===== config.mk =====
export PLATFORM = sky130hd
export DESIGN_NAME = ps2_scan_rx
export DESIGN_NICKNAME = d
export VERILOG_FILES = /design/src/rtl/ps2_pkg.sv /design/src/rtl/ps2_line_filter.sv /design/src/rtl/ps2_scan_rx.sv
export SDC_FILE = /design/constraint.sdc
export NUM_CORES = 1
export LEC_CHECK = 0
export CAP_MARGIN = 10
export CORE_ASPECT_RATIO = 0.9
export CORE_UTILIZATION = 45
export CTS_BUF_LIST = sky130_fd_sc_hd__clkbuf_2
export DETAILED_ROUTE_END_ITERATION = 8
export GPL_ROUTABILITY_DRIVEN = 1
export HOLD_SLACK_MARGIN = 0.06
export SETUP_SLACK_MARGIN = 0.4
export SYNTH_ARGS = -nofsm -noshare
export SYNTH_HDL_FRONTEND = slang
export SYNTH_SLANG_ARGS = --single-unit

===== constraint.sdc =====
create_clock -name clk -period 5.7 [get_ports clk]
set_clock_uncertainty 0.1 [all_clocks]
set_input_delay 1.71 -clock clk [delete_from_list [all_inputs] [get_ports clk]]
set_output_delay 1.71 -clock clk [all_outputs]
set_load 0.01 [all_outputs]

===== src/rtl/ps2_pkg.sv =====
// Shared PS/2 receiver definitions: FSM encoding, prefix codes and the lane scan codes
// that the downstream lane decoder also matches on.
package ps2_pkg;

    typedef enum logic [2:0] {
        ST_IDLE,
        ST_DATA,
        ST_PARITY,
        ST_STOP,
        ST_DONE
    } ps2_state_e;

    localparam logic [7:0] PS2_EXT = 8'hE0;
    localparam logic [7:0] PS2_BRK = 8'hF0;

    localparam logic [7:0] PS2_LANE0 = 8'h1C;
    localparam logic [7:0] PS2_LANE1 = 8'h1B;
    localparam logic [7:0] PS2_LANE2 = 8'h42;
    localparam logic [7:0] PS2_LANE3 = 8'h4B;

    function automatic logic ps2_is_prefix(input logic [7:0] b);
        return (b == PS2_EXT) || (b == PS2_BRK);
    endfunction

endpackage


===== src/rtl/ps2_line_filter.sv =====
// 2-FF synchroniser plus level deglitcher for one PS/2 line: the output only follows
// the synchronised input once it has held a new level for FILTER_LEN consecutive cycles.
module ps2_line_filter #(
    parameter int FILTER_LEN = 4
) (
    input  logic clk,
    input  logic rst,
    input  logic din,
    output logic dout
);
    localparam int CW = (FILTER_LEN > 1) ? $clog2(FILTER_LEN) : 1;

    logic          s1, s2;
    logic [CW-1:0] cnt;

    // Lines idle high, so reset to 1 to avoid a fake falling edge after reset.
    always_ff @(posedge clk or negedge rst) begin
        if (!rst) begin
            s1   <= 1'b1;
            s2   <= 1'b1;
            dout <= 1'b1;
            cnt  <= '0;
        end else begin
            s1 <= din;
            s2 <= s1;
            if (s2 != dout) begin
                if (cnt == CW'(FILTER_LEN - 1)) begin
                    dout <= s2;
                    cnt  <= '0;
                end else begin
                    cnt <= cnt + 1'b1;
                end
            end else begin
                cnt <= '0;
            end
        end
    end

endmodule


===== src/rtl/ps2_scan_rx.sv =====
// PS/2 device-to-host scan code receiver; folds E0/F0 prefixes into one key event.
// Define PS2_PARITY_CHK_EN to drop frames with bad odd parity.
module ps2_scan_rx
    import ps2_pkg::*;
#(
    parameter int FILTER_LEN     = 4,
    parameter int TIMEOUT_CYCLES = 200000
) (
    input  logic       clk,
    input  logic       rst,
    input  logic       key_clk,
    input  logic       key_data,
    output logic [7:0] key_byte,
    output logic       key_state,
    output logic       key_ext,
    output logic       key_valid,
    output logic       frame_err
);
    localparam int TW = $clog2(TIMEOUT_CYCLES);

    ps2_state_e    state, state_n;
    logic          clk_f, data_f, clk_q, fall;
    logic [7:0]    sr;
    logic [2:0]    bit_cnt;
    logic          par;
    logic [TW-1:0] to_cnt;
    logic          ext_pend, brk_pend;
    logic          in_frame, timeout, par_ok, load_key;

    ps2_line_filter #(.FILTER_LEN(FILTER_LEN)) u_clk_flt (
        .clk(clk), .rst(rst), .din(key_clk), .dout(clk_f)
    );
    ps2_line_filter #(.FILTER_LEN(FILTER_LEN)) u_data_flt (
        .clk(clk), .rst(rst), .din(key_data), .dout(data_f)
    );

    assign fall     = clk_q & ~clk_f;
    assign in_frame = (state == ST_DATA) || (state == ST_PARITY) || (state == ST_STOP);
    assign timeout  = in_frame && (to_cnt == TW'(TIMEOUT_CYCLES - 1));

`ifdef PS2_PARITY_CHK_EN
    assign par_ok = ^{sr, par};
`else
    assign par_ok = 1'b1;
`endif

    always_comb begin
        state_n   = state;
        frame_err = 1'b0;
        key_valid = 1'b0;
        load_key  = 1'b0;
        case (state)
            ST_IDLE: begin
                if (fall) begin
                    if (!data_f) state_n = ST_DATA;
                    else         frame_err = 1'b1;
                end
            end
            ST_DATA, ST_PARITY, ST_STOP: begin
                if (timeout) begin
                    frame_err = 1'b1;
                    state_n   = ST_IDLE;
                end else if (fall) begin
                    if (state == ST_DATA) begin
                        if (bit_cnt == 3'd7) state_n = ST_PARITY;
                    end else if (state == ST_PARITY) begin
                        state_n = ST_STOP;
                    end else if (data_f && par_ok) begin
                        state_n  = ST_DONE;
                        load_key = !ps2_is_prefix(sr);
                    end else begin
                        frame_err = 1'b1;
                        state_n   = ST_IDLE;
                    end
                end
            end
            ST_DONE: begin
                key_valid = !ps2_is_prefix(sr);
                state_n   = ST_IDLE;
            end
            default: state_n = ST_IDLE;
        endcase
    end

    always_ff @(posedge clk or negedge rst) begin
        if (!rst) begin
            state     <= ST_IDLE;
            clk_q     <= 1'b1;
            sr        <= '0;
            bit_cnt   <= '0;
            par       <= 1'b0;
            to_cnt    <= '0;
            ext_pend  <= 1'b0;
            brk_pend  <= 1'b0;
            key_byte  <= '0;
            key_state <= 1'b0;
            key_ext   <= 1'b0;
        end else begin
            state <= state_n;
            clk_q <= clk_f;
            to_cnt <= (fall || !in_frame) ? '0 : to_cnt + 1'b1;

            if (state == ST_IDLE && fall) bit_cnt <= '0;
            if (state == ST_DATA && fall && !timeout) begin
                sr      <= {data_f, sr[7:1]};
                bit_cnt <= bit_cnt + 1'b1;
            end
            if (state == ST_PARITY && fall && !timeout) par <= data_f;

            // Outputs are loaded on the stop edge so they are already valid in the DONE cycle.
            if (load_key) begin
                key_byte  <= sr;
                key_state <= ~brk_pend;
                key_ext   <= ext_pend;
            end

            if (frame_err) begin
                ext_pend <= 1'b0;
                brk_pend <= 1'b0;
            end else if (state == ST_DONE) begin
                if (sr == PS2_EXT) begin
                    ext_pend <= 1'b1;
                end else if (sr == PS2_BRK) begin
                    brk_pend <= 1'b1;
                end else begin
                    ext_pend <= 1'b0;
                    brk_pend <= 1'b0;
                end
            end
        end
    end

endmodule

# Word level (Yosys, flattened, before mapping)
# Cells that the tools add are included.
# totals
ff_bits	55
in_bits	4
wordCells	102
# op_classes
add_sub_neg	4
n_eq_ne	18
mux	39
n_bitwise	3
reduce_logical	20
# ops
cell	n
3-bit 2-to-1 mux	10
1-bit 2-to-1 mux	22
18-bit by 1-bit adder with 18-bit output (second input constant)	1
18-bit == test (second input constant)	1
18-bit 2-to-1 mux	1
8-bit == test (second input constant)	2
2-bit 2-to-1 mux	4
2-bit AND reduction	4
3-bit by 2-bit == test with 1-bit output (second input constant)	2
3-bit == test (second input constant)	2
2-bit != test (second input constant)	3
3-bit != test (second input constant)	2
3-bit case mux with 2 select lines	1
2-bit by 1-bit adder with 2-bit output (second input constant)	2
2-bit == test (second input constant)	2
1-bit logical AND	4
1-bit logical OR	4
4-bit != test (second input constant)	1
4-bit AND reduction	1
2-bit nonzero test	2
3-bit by 1-bit adder with 3-bit output (second input constant)	1
3-bit by 1-bit == test with 1-bit output (second input constant)	1
1-bit logical NOT	3
3-bit logical NOT	1
other kinds (5)	7

# Depth between registers and ports, before layout
# Gate-level depths: netlist of the first run.
# depth
depth_word	9
mapped_depth	6
depth_no_buf	5

# Cells and area by module
# From an unflattened synthesis of the first run, not the netlist that was laid out.
# hier_totals
cells_unflattened	208
hier_area_um2	2439.8
# by_module_without_submodules
module	instances	cells_each	area_per_inst_um2	seq_area_each_um2
ps2_scan_rx	1	188	2084.5	1127.3
ps2_line_filter	2	10	177.7	128.9

# Worst setup path after synthesis of the first run
# No wires, ideal clock.
# synth_path
path_type	reg-to-output
from	reg to_cnt[6]
to	out frame_err
arrival_time_ps	1327
path_slack_ps	2563
stages_incl_launch_ff	5
cell_sequence	dfrtp_1 nor4b_1 nand4_1 nor2_4 a22o_1
# synth_between
elab_chain_cells	4
# synth_rtl
item	line_no	text
start: declaration	ps2_scan_rx.sv:26	logic [TW-1:0] to_cnt;
start signal: assignment	ps2_scan_rx.sv:101	to_cnt <= (fall || !in_frame) ? '0 : to_cnt + 1'b1;
18-bit == test	ps2_scan_rx.sv:39	assign timeout = in_frame && (to_cnt == TW'(TIMEOUT_CYCLES - 1));
1-bit logical AND	ps2_scan_rx.sv:39	
1-bit 2-to-1 mux	ps2_scan_rx.sv:60	if (timeout) begin
1-bit case mux with 2 select lines	ps2_scan_rx.sv:52	case (state)
end: declaration	ps2_scan_rx.sv:17	output logic frame_err
# Every way passes these cells.

# Worst setup path after layout of the first run
# Same ends and word-level chain as after synthesis.

==> results by group, run 1 <==
Clock tree
  – TritonCTS Buffers: 5
  – Clock Tree Buf Depth: 2
  – Clock Latency Late Sink: 0.43 ns
  – Root buffer cell: clkbuf_2
  – Clk slew on worst S/H paths: 0.25 ns
  – Hold buffers post-CTS: 0
  – Clock sink count: 55
  – PostCTS Resize Cnt: 0
  – H-Tree Level Count: 2
  – Number of buffers added for setup after CTS: 0
  – CTS tree: yes

Job
  – Max-cap violations: 0

Place
  – Final HPWL DP: 2791 microns
  – Final GP Congestion: 0.7962
  – Port bufs: 15
  – Pre-CTS worst setup slack: 1.887 ns

Synthesis
  – Syn_area_per_cell: 11.74 sq um
  – Syn Std Cell Area: 0.002384 sq mm
  – Prevailing post-synth register cell: dfrtp_1
  – Register area share after synthesis: 58.11%
  – Post-synth EDFFs: 0
  – Syn_nets: 212
  – Largest cells by area after synthesis: dfrtp_1 50%, dfstp_2 7.7%, mux2_2 7.1%, nor2_1 4.3%, xnor2_1 3.7%
  – Share of flip-flops with an asynchronous set or reset: 100.0%
  – Cell variety after synth: 39
  – Area leader, netlist: dfrtp_1
  – Post-synth top area share: 50.39%
  – Synth Register Bits: 55
  – Post-Syn Instances: 203
  – Yosys warnings: 0

Global routing
  – Largest net degree at the start of global routing: 56
  – Initial antenna violation count: 0
  – First-pass GRT wire length: 7189 microns
  – Vias in the first global route: 1,565
  – Grt ovf: 0
  – All-Layer GR Usage: 16.66%

Worst setup path
  – Element type at the critical path end: output port
  – Crit path launch type: flip-flop
  – Worst Reg-to-Reg Cells: 5
  – Critical path class: flip-flop to output port
  – Maximum fanout along the worst path: 6
  – CP arrival: 2.50 ns
  – Req. time, crit path: 3.89 ns

Die
  – Row cnt: 24
  – Core area: 0.004955 sq mm
  – Io pins: 16
  – Die Width: 78.72 microns
  – Initial Util: 48.11%
  – Die footprint: 0.005592 sq mm
  – Die Height: 71.05 microns

Timing
  – Final Slew Violations: 0
  – Fin. Hold Viols: 0
  – Post-layout worst setup margin: 1.394 ns
  – Final setup viols: 0
  – Crit share post-route: 75.54%
  – Total negative setup slack: 0 ns
  – Slew @ Worst Pin: 0.7027 ns
  – Min cycle time layout: 4.306 ns
  – Unrepaired setup endpoints after global routing: false
  – Fmax: 232.3 MHz
  – Slew headroom: 52.72%

Worst hold path
  – Min-Delay Path Depth: 0
  – Worst hold path type: flip-flop to flip-flop

Finish
  – P&R area growth vs syn: 10.66%
  – Seq. cell area: 0.001385 sq mm
  – Share of layout cells above drive strength 1: 18.39%
  – Diodes inserted: 0
  – Most common cell after layout, fill and taps aside: dfrtp_1
  – Multi-input gate area: 944.7 sq um
  – Most frequent cells in the layout: 48 x dfrtp_1, 27 x nor2_1, 15 x mux2_2
  – Fill count: 443
  – Final net count: 231
  – Core Util, Final: 53.23%

Routing
  – 1st-iter DRT viols: 52
  – Final ANT Viol Nets: 0
  – Total wire length: 3954 microns
  – Drt drc: 0
  – Length of the first detailed-routing pass in iterations: 4
  – Avg WL per Cell: 13.73 microns
  – Via count: 1,509
  – Drt via density: 5.240

Power
  – Worst IR Drop VDD: 0.2129 mV
  – Pleak: 0.001149 uW
  – Power per cell area: 366.6 mW/mm^2

Outcome
  – Status: finished clean
==> layout make-up <==
| type | count | share of cell area (%) |
|---|---|---|
| sequential | 55 | 52.51 |
| multi-input combinational | 136 | 35.82 |
| timing repair buffer | 16 | 5.787 |
| tap | 65 | 3.083 |
| inverter | 8 | 1.139 |
| clock buffer | 5 | 0.9488 |
| clock inverter | 3 | 0.7116 |
==> where the power goes <==
part           total [uW]  internal (uW)  switching, uW
Clock                 147           30.7            117
Sequential            558            482           75.2
Combinational         262            125            137
==> metal layers <==
metal  track usage (%)  share of wire [%]
met1             22.21                 50
met2             26.57                 46
met3             4.645                3.2
met4             4.938                1.2
met5                 0                  0
==> worst max-delay path: stages, from the launching register on <==
cell and delay, ns:
dfrtp_1 0.50, nor4b_1 0.31, nand4_1 0.24, nor2_4 0.23, a22o_1 0.23, clkdlybuf4s50_1 0.55
==> per-stage QoR <==
step,total power [uW],std cells,hold WS (ns),instance area (sq um)
after global routing,1051,288,0.2806,2638
after global placement,813.1,280,0.2490,2594
after floorplan,751.9,203,0.2452,2384
after detailed placement,832.5,280,0.2468,2594
after CTS,985.0,288,0.2809,2638
final,967.0,288,0.2775,2638
==> cell usage after synthesis (all sizes together) (3+ instances only) <==
| cell | number |
|---|---|
| nand4 | 5 |
| dfstp | 7 |
| mux2 | 15 |
| nand2 | 10 |
| o2bb2ai | 3 |
| o21ai | 6 |
| dfrtp | 48 |
| nand3 | 10 |
| nor3 | 8 |
| ha | 5 |
| xnor2 | 10 |
| inv | 8 |
| nor2b | 4 |
| xor2 | 8 |
| nor2 | 28 |
| nor4 | 4 |
==> state kept, by name, summed over array words and instances (netlist names) <==
| name | flops |
|---|---|
| to_cnt | 18 |
| key_byte | 8 |
| sr | 8 |
| bit_cnt | 3 |
| state | 3 |
| u_clk_flt.cnt | 2 |
| u_data_flt.cnt | 2 |
| brk_pend | 1 |
| clk_q | 1 |
| ext_pend | 1 |
| key_ext | 1 |
| key_state | 1 |
| u_clk_flt.dout | 1 |
| u_clk_flt.s1 | 1 |
| u_clk_flt.s2 | 1 |
| u_data_flt.dout | 1 |
| u_data_flt.s1 | 1 |
| u_data_flt.s2 | 1 |
==> logic make-up after synthesis <==
group           share of synthesized area (%)
xor+xnor                                6.614
flops                                   58.11
fa+ha+maj                               2.625
mux                                     7.506
simple gates                            18.48
buf+inv                                 2.257
compound gates                          4.410
==> final timing paths <==
check,start,to,slack [ns]
worst max-delay path,to_cnt[6],frame_err,1.39
worst max register to register,clk_q,key_byte[6],3.48
min in group asynchronous,rst,ext_pend,1.25
max in group asynchronous,rst,to_cnt[12],3.82
worst min-delay path,u_data_flt.s1,u_data_flt.s2,0.28
worst min register to register,u_data_flt.s1,u_data_flt.s2,0.28
No activity file was read; power rests on OpenSTA's default activity.
==> run 2, diff against run 1 <==
PLACE_DENSITY = 0.66   (was default)
clock period = 3.96 ns   (was 5.7 ns; I/O delays follow)
==> results by group, run 2 (synthesized netlist as in run 1, its figures left out) <==
Timing
  – Slew headroom: 57.70%
  – Final setup viols: 0
  – Unrepaired setup endpoints after global routing: false
  – Slew @ Worst Pin: 0.6345 ns
  – Total negative setup slack: 0 ns
  – Final Slew Violations: 0
  – Fmax: 296.4 MHz
  – Fin. Hold Viols: 0
  – Min cycle time layout: 3.374 ns
  – Crit share post-route: 85.20%

Worst setup path
  – Crit path launch type: flip-flop
  – Slowest cell on crit path: clkdlybuf4s50_1
  – Element type at the critical path end: output port
  – Critical-path cell list: nand4b_1, nor4_2, nor2_1, clkdlybuf4s50_1
  – CP peak stage delay: 0.51 ns
  – CP arrival: 2.09 ns
  – Req. time, crit path: 2.67 ns
  – Critical path class: flip-flop to output port
  – Maximum fanout along the worst path: 4

Routing
  – Length of the first detailed-routing pass in iterations: 4
  – Drt via density: 5.051
  – 1st-iter DRT viols: 61
  – Final ANT Viol Nets: 0
  – Total wire length: 3924 microns
  – Via count: 1,480
  – Avg WL per Cell: 13.39 microns
  – Drt drc: 0

Clock tree
  – Clock Latency Late Sink: 0.43 ns
  – CTS tree: yes
  – Hold buffers post-CTS: 0
  – TritonCTS Buffers: 5
  – H-Tree Level Count: 2
  – Clock sink count: 55
  – Clk slew on worst S/H paths: 0.26 ns
  – Root buffer cell: clkbuf_2
  – Clock Tree Buf Depth: 2

Global routing
  – Grt ovf: 0
  – All-Layer GR Usage: 16.45%
  – Largest net degree at the start of global routing: 37
  – Vias in the first global route: 1,537
  – First-pass GRT wire length: 7058 microns
  – Initial antenna violation count: 0

Finish
  – Regs by FF count: to_cnt x18, key_byte x8, sr x8
  – Largest reg by FF count: to_cnt
  – Share of layout cells above drive strength 1: 21.49%
  – Most frequent cells in the layout: 48 x dfrtp_1, 26 x nor2_1, 15 x mux2_2
  – Most common cell after layout, fill and taps aside: dfrtp_1
  – Largest register FFs: 18
  – Diodes inserted: 0
  – P&R area growth vs syn: 13.07%
  – Final net count: 236

Power
  – Worst IR Drop VDD: 0.2787 mV
  – Power per cell area: 518.9 mW/mm^2
  – Pleak: 0.001193 uW
  – Tot Pwr: 1399 uW

Place
  – Final GP Congestion: 0.7937
  – Final HPWL DP: 2729 microns
  – Port bufs: 15

Die
  – Core area: 0.004955 sq mm
  – Io pins: 16
  – Initial Util: 48.11%
  – Row cnt: 24
  – Die footprint: 0.005592 sq mm
  – Die Width: 78.72 microns
  – Die Height: 71.05 microns

Outcome
  – Status: finished clean

Worst hold path
  – Worst hold path type: flip-flop to flip-flop

Job
  – Max-cap violations: 0
## run 2: critical path, delay by kind of cell (launching register included)
family,cells,cell delay (ns)
buffers and inverters,1,0.51
and+or+nand+nor,3,0.69
DFF,1,0.46
## run 2: path summary, 6_finish.rpt
check	start	depth (start not counted)	endpoint	slack, ns
max	sr[2]	4	key_valid	0.59
min	u_data_flt.s1	0	u_data_flt.s2	0.28
max reg2reg	to_cnt[7]	5	sr[3]	1.74
min reg2reg	u_data_flt.s1	0	u_data_flt.s2	0.28
max in group asynchronous	rst	2	u_data_flt.s1	2.40
min in group asynchronous	rst	1	to_cnt[4]	0.53
## run 2: where the power goes
group          switching, uW  internal (uW)  total, uW
clock network            170           48.5        219
registers                111            694        805
logic                    193            182        375
## run 2: final cells by class
class,count,area [sq um]
clock buffers,6,30.03
repair buffers,21,192.7
well taps,65,81.33
clock inverters,2,16.27
fillers,439,2260
flip-flops and latches,55,1385
inverters,8,30.03
multi-input cells,136,959.7
## run 2: what timing repair did
action,CTS,global route
setup buffers,4,1
pin swaps,2,1
gates resized for setup,1,3
setup endpoints to repair,2,2
## run 2: per-layer routing
layer | track usage [%] | routed length (microns) | vias to the layer above
met3 | 3.871 | 100 | 5
li1 | - | - | 749
met1 | 23.25 | 2024 | 713
met4 | 6.790 | 53 | 0
met5 | 0 | 0 | -
met2 | 24.35 | 1745 | 13
## run 2: through the flow
stage | hold WS, ns | std cells | setup slack (ns) | util [%] | area, sq um
6_report | 0.2774 | 293 | 0.5859 | 54.39 | 2695
5_1_grt | 0.2859 | 293 | 0.4521 | 54.39 | 2695
4_1_cts | 0.2839 | 292 | 0.3062 | 54.02 | 2676
3_5_place_dp | 0.2538 | 280 | 0.7038 | 52.35 | 2594
3_3_place_gp | 0.2458 | 280 | 0.7523 | 52.35 | 2594
2_1_floorplan | 0.2452 | 203 | 1.345 | - | 2384
==> run 3, diff against run 2 <==
CAP_MARGIN = default   (was 10)
CORE_MARGIN = 3   (was default)
==> results by group, run 3 (synthesized netlist as in run 1, its figures left out) <==
Outcome
  – Status: finished clean

Clock tree
  – TritonCTS Buffers: 5
  – H-Tree Level Count: 2
  – CTS tree: yes
  – Clk slew on worst S/H paths: 0.27 ns
  – Clock Tree Buf Depth: 2
  – Clock Latency Late Sink: 0.44 ns
  – Clock sink count: 55
  – Hold buffers post-CTS: 0
  – Root buffer cell: clkbuf_2

Worst setup path
  – Crit path depth: 4
  – CP arrival: 2.13 ns
  – Maximum fanout along the worst path: 4
  – Worst Reg-to-Reg Cells: 5
  – Slowest cell on crit path: clkdlybuf4s50_1
  – Element type at the critical path end: output port
  – WP buf/inv: 1
  – Critical path's top delay family: simple AND/OR/NAND/NOR gates
  – Critical path class: flip-flop to output port
  – CP peak stage delay: 0.51 ns
  – Req. time, crit path: 2.67 ns
  – Crit path launch type: flip-flop
  – Critical-path cell list: nand4b_1, nor4_2, nor2_1, clkdlybuf4s50_1

Finish
  – Largest register FFs: 18
  – Seq. cell area: 0.001386 sq mm
  – Fill count: 451
  – Final net count: 237
  – Most frequent cells in the layout: 47 x dfrtp_1, 27 x nor2_1, 15 x mux2_2
  – P&R area growth vs syn: 13.44%
  – Share of layout cells above drive strength 1: 22.27%
  – Largest reg by FF count: to_cnt
  – Most common cell after layout, fill and taps aside: dfrtp_1
  – Multi-input gate area: 963.4 sq um
  – Diodes inserted: 0
  – Regs by FF count: to_cnt x18, key_byte x8, sr x8

Power
  – Power per cell area: 515.7 mW/mm^2
  – Combinational share of power: 26.7%
  – Internal Power: 919.8 uW
  – Worst IR Drop VDD: 0.3868 mV
  – Flop pwr share: 57.7%
  – Clock Power Share: 15.6%
  – Pleak: 0.001198 uW
  – Sw power: 474.5 uW
  – Switch share: 34.03%

Timing
  – Slew @ Worst Pin: 0.6077 ns
  – Unrepaired setup endpoints after global routing: false
  – Final hold slack: 0.2794 ns
  – Final Slew Violations: 0
  – Slew headroom: 59.11%
  – Total negative setup slack: 0 ns
  – Post-layout worst setup margin: 0.5449 ns
  – Fin. Hold Viols: 0
  – Fmax: 292.8 MHz
  – Final setup viols: 0
  – Min cycle time layout: 3.415 ns
  – Crit share post-route: 86.24%

Routing
  – Drt via density: 5.279
  – Avg WL per Cell: 13.69 microns
  – 1st-iter DRT viols: 75
  – Final ANT Viol Nets: 0
  – Length of the first detailed-routing pass in iterations: 4
  – Drt drc: 0
  – Total wire length: 4025 microns
  – Via count: 1,552

Global routing
  – Largest net degree at the start of global routing: 40
  – First-pass GRT wire length: 6630 microns
  – Vias in the first global route: 1,429
  – Grt ovf: 0
  – All-Layer GR Usage: 14.23%
  – Initial antenna violation count: 0

Place
  – Final GP Congestion: 0.7765
  – Port bufs: 15
  – Final HPWL DP: 2832 microns
  – Pre-CTS worst setup slack: 0.6463 ns

Die
  – Die Width: 82.72 microns
  – Io pins: 16
  – Row cnt: 24
  – Initial Util: 47.82%
  – Die Height: 75.05 microns
  – Core area: 0.004985 sq mm
  – Die footprint: 0.006207 sq mm

Job
  – Max-cap violations: 0

Worst hold path
  – Min-Delay Path Depth: 0
  – Worst hold path type: flip-flop to flip-flop
==> run 3: changes by cell type in the layout (fill, tap and decap cells not counted), sizes merged <==
cell    change
clkinv      +1
buf         +1
inv         -1
==> run 3: final cells by class <==
cell class | instances | share of cell area [%]
multi-input cells | 136 | 35.63
clock inverters | 2 | 0.4627
well taps | 65 | 3.008
clock buffers | 6 | 1.111
inverters | 8 | 1.111
repair buffers | 22 | 7.404
flip-flops and latches | 55 | 51.27
==> run 3: power groups by stage <==
stage | sequential, uW | clock [uW] | combinational, uW
2_1_floorplan | 783 | 0 | 300
3_3_place_gp | 812 | 0 | 367
3_5_place_dp | 817 | 0 | 377
4_1_cts | 807 | 225 | 380
5_1_grt | 828 | 245 | 430
6_report | 805 | 217 | 372
==> run 3: through the flow <==
step                cell area (sq um)  utilization [%]  std cells  total power (uW)
finish                           2704            54.24        294              1394
CTS                              2679            53.74        292              1411
global route                     2704            54.24        294              1503
global placement                 2594            52.03        280              1179
floorplan                        2384                -        203              1082
detailed placement               2594            52.03        280              1193
==> run 3: what timing repair did <==
| item | CTS | global route |
|---|---|---|
| pin swaps | 2 | 1 |
| setup buffers | 4 | 2 |
| setup endpoints to repair | 2 | 1 |
| gates cloned | 0 | 0 |
| resized for setup | 2 | 3 |
==> run 3: per-layer routing <==
layer / vias up / global-route usage (%) / wire length [microns] / part of all wire [%]
met5: - / 0 / 0 / 0
met4: 0 / 4.900 / 53 / 1.3
met3: 7 / 3.589 / 127 / 3.2
met2: 26 / 21.53 / 1825 / 45
met1: 766 / 20.05 / 2020 / 50
li1: 753 / - / - / -
==> run 3: worst paths after layout <==
kind | startpoint | end | slack [ns]
min reg2reg | u_data_flt.s1 | u_data_flt.s2 | 0.28
min in group asynchronous | rst | to_cnt[16] | 0.51
min | u_data_flt.s1 | u_data_flt.s2 | 0.28
max in group asynchronous | rst | u_data_flt.dout | 2.40
max reg2reg | to_cnt[7] | sr[7] | 1.72
max | sr[2] | key_valid | 0.54
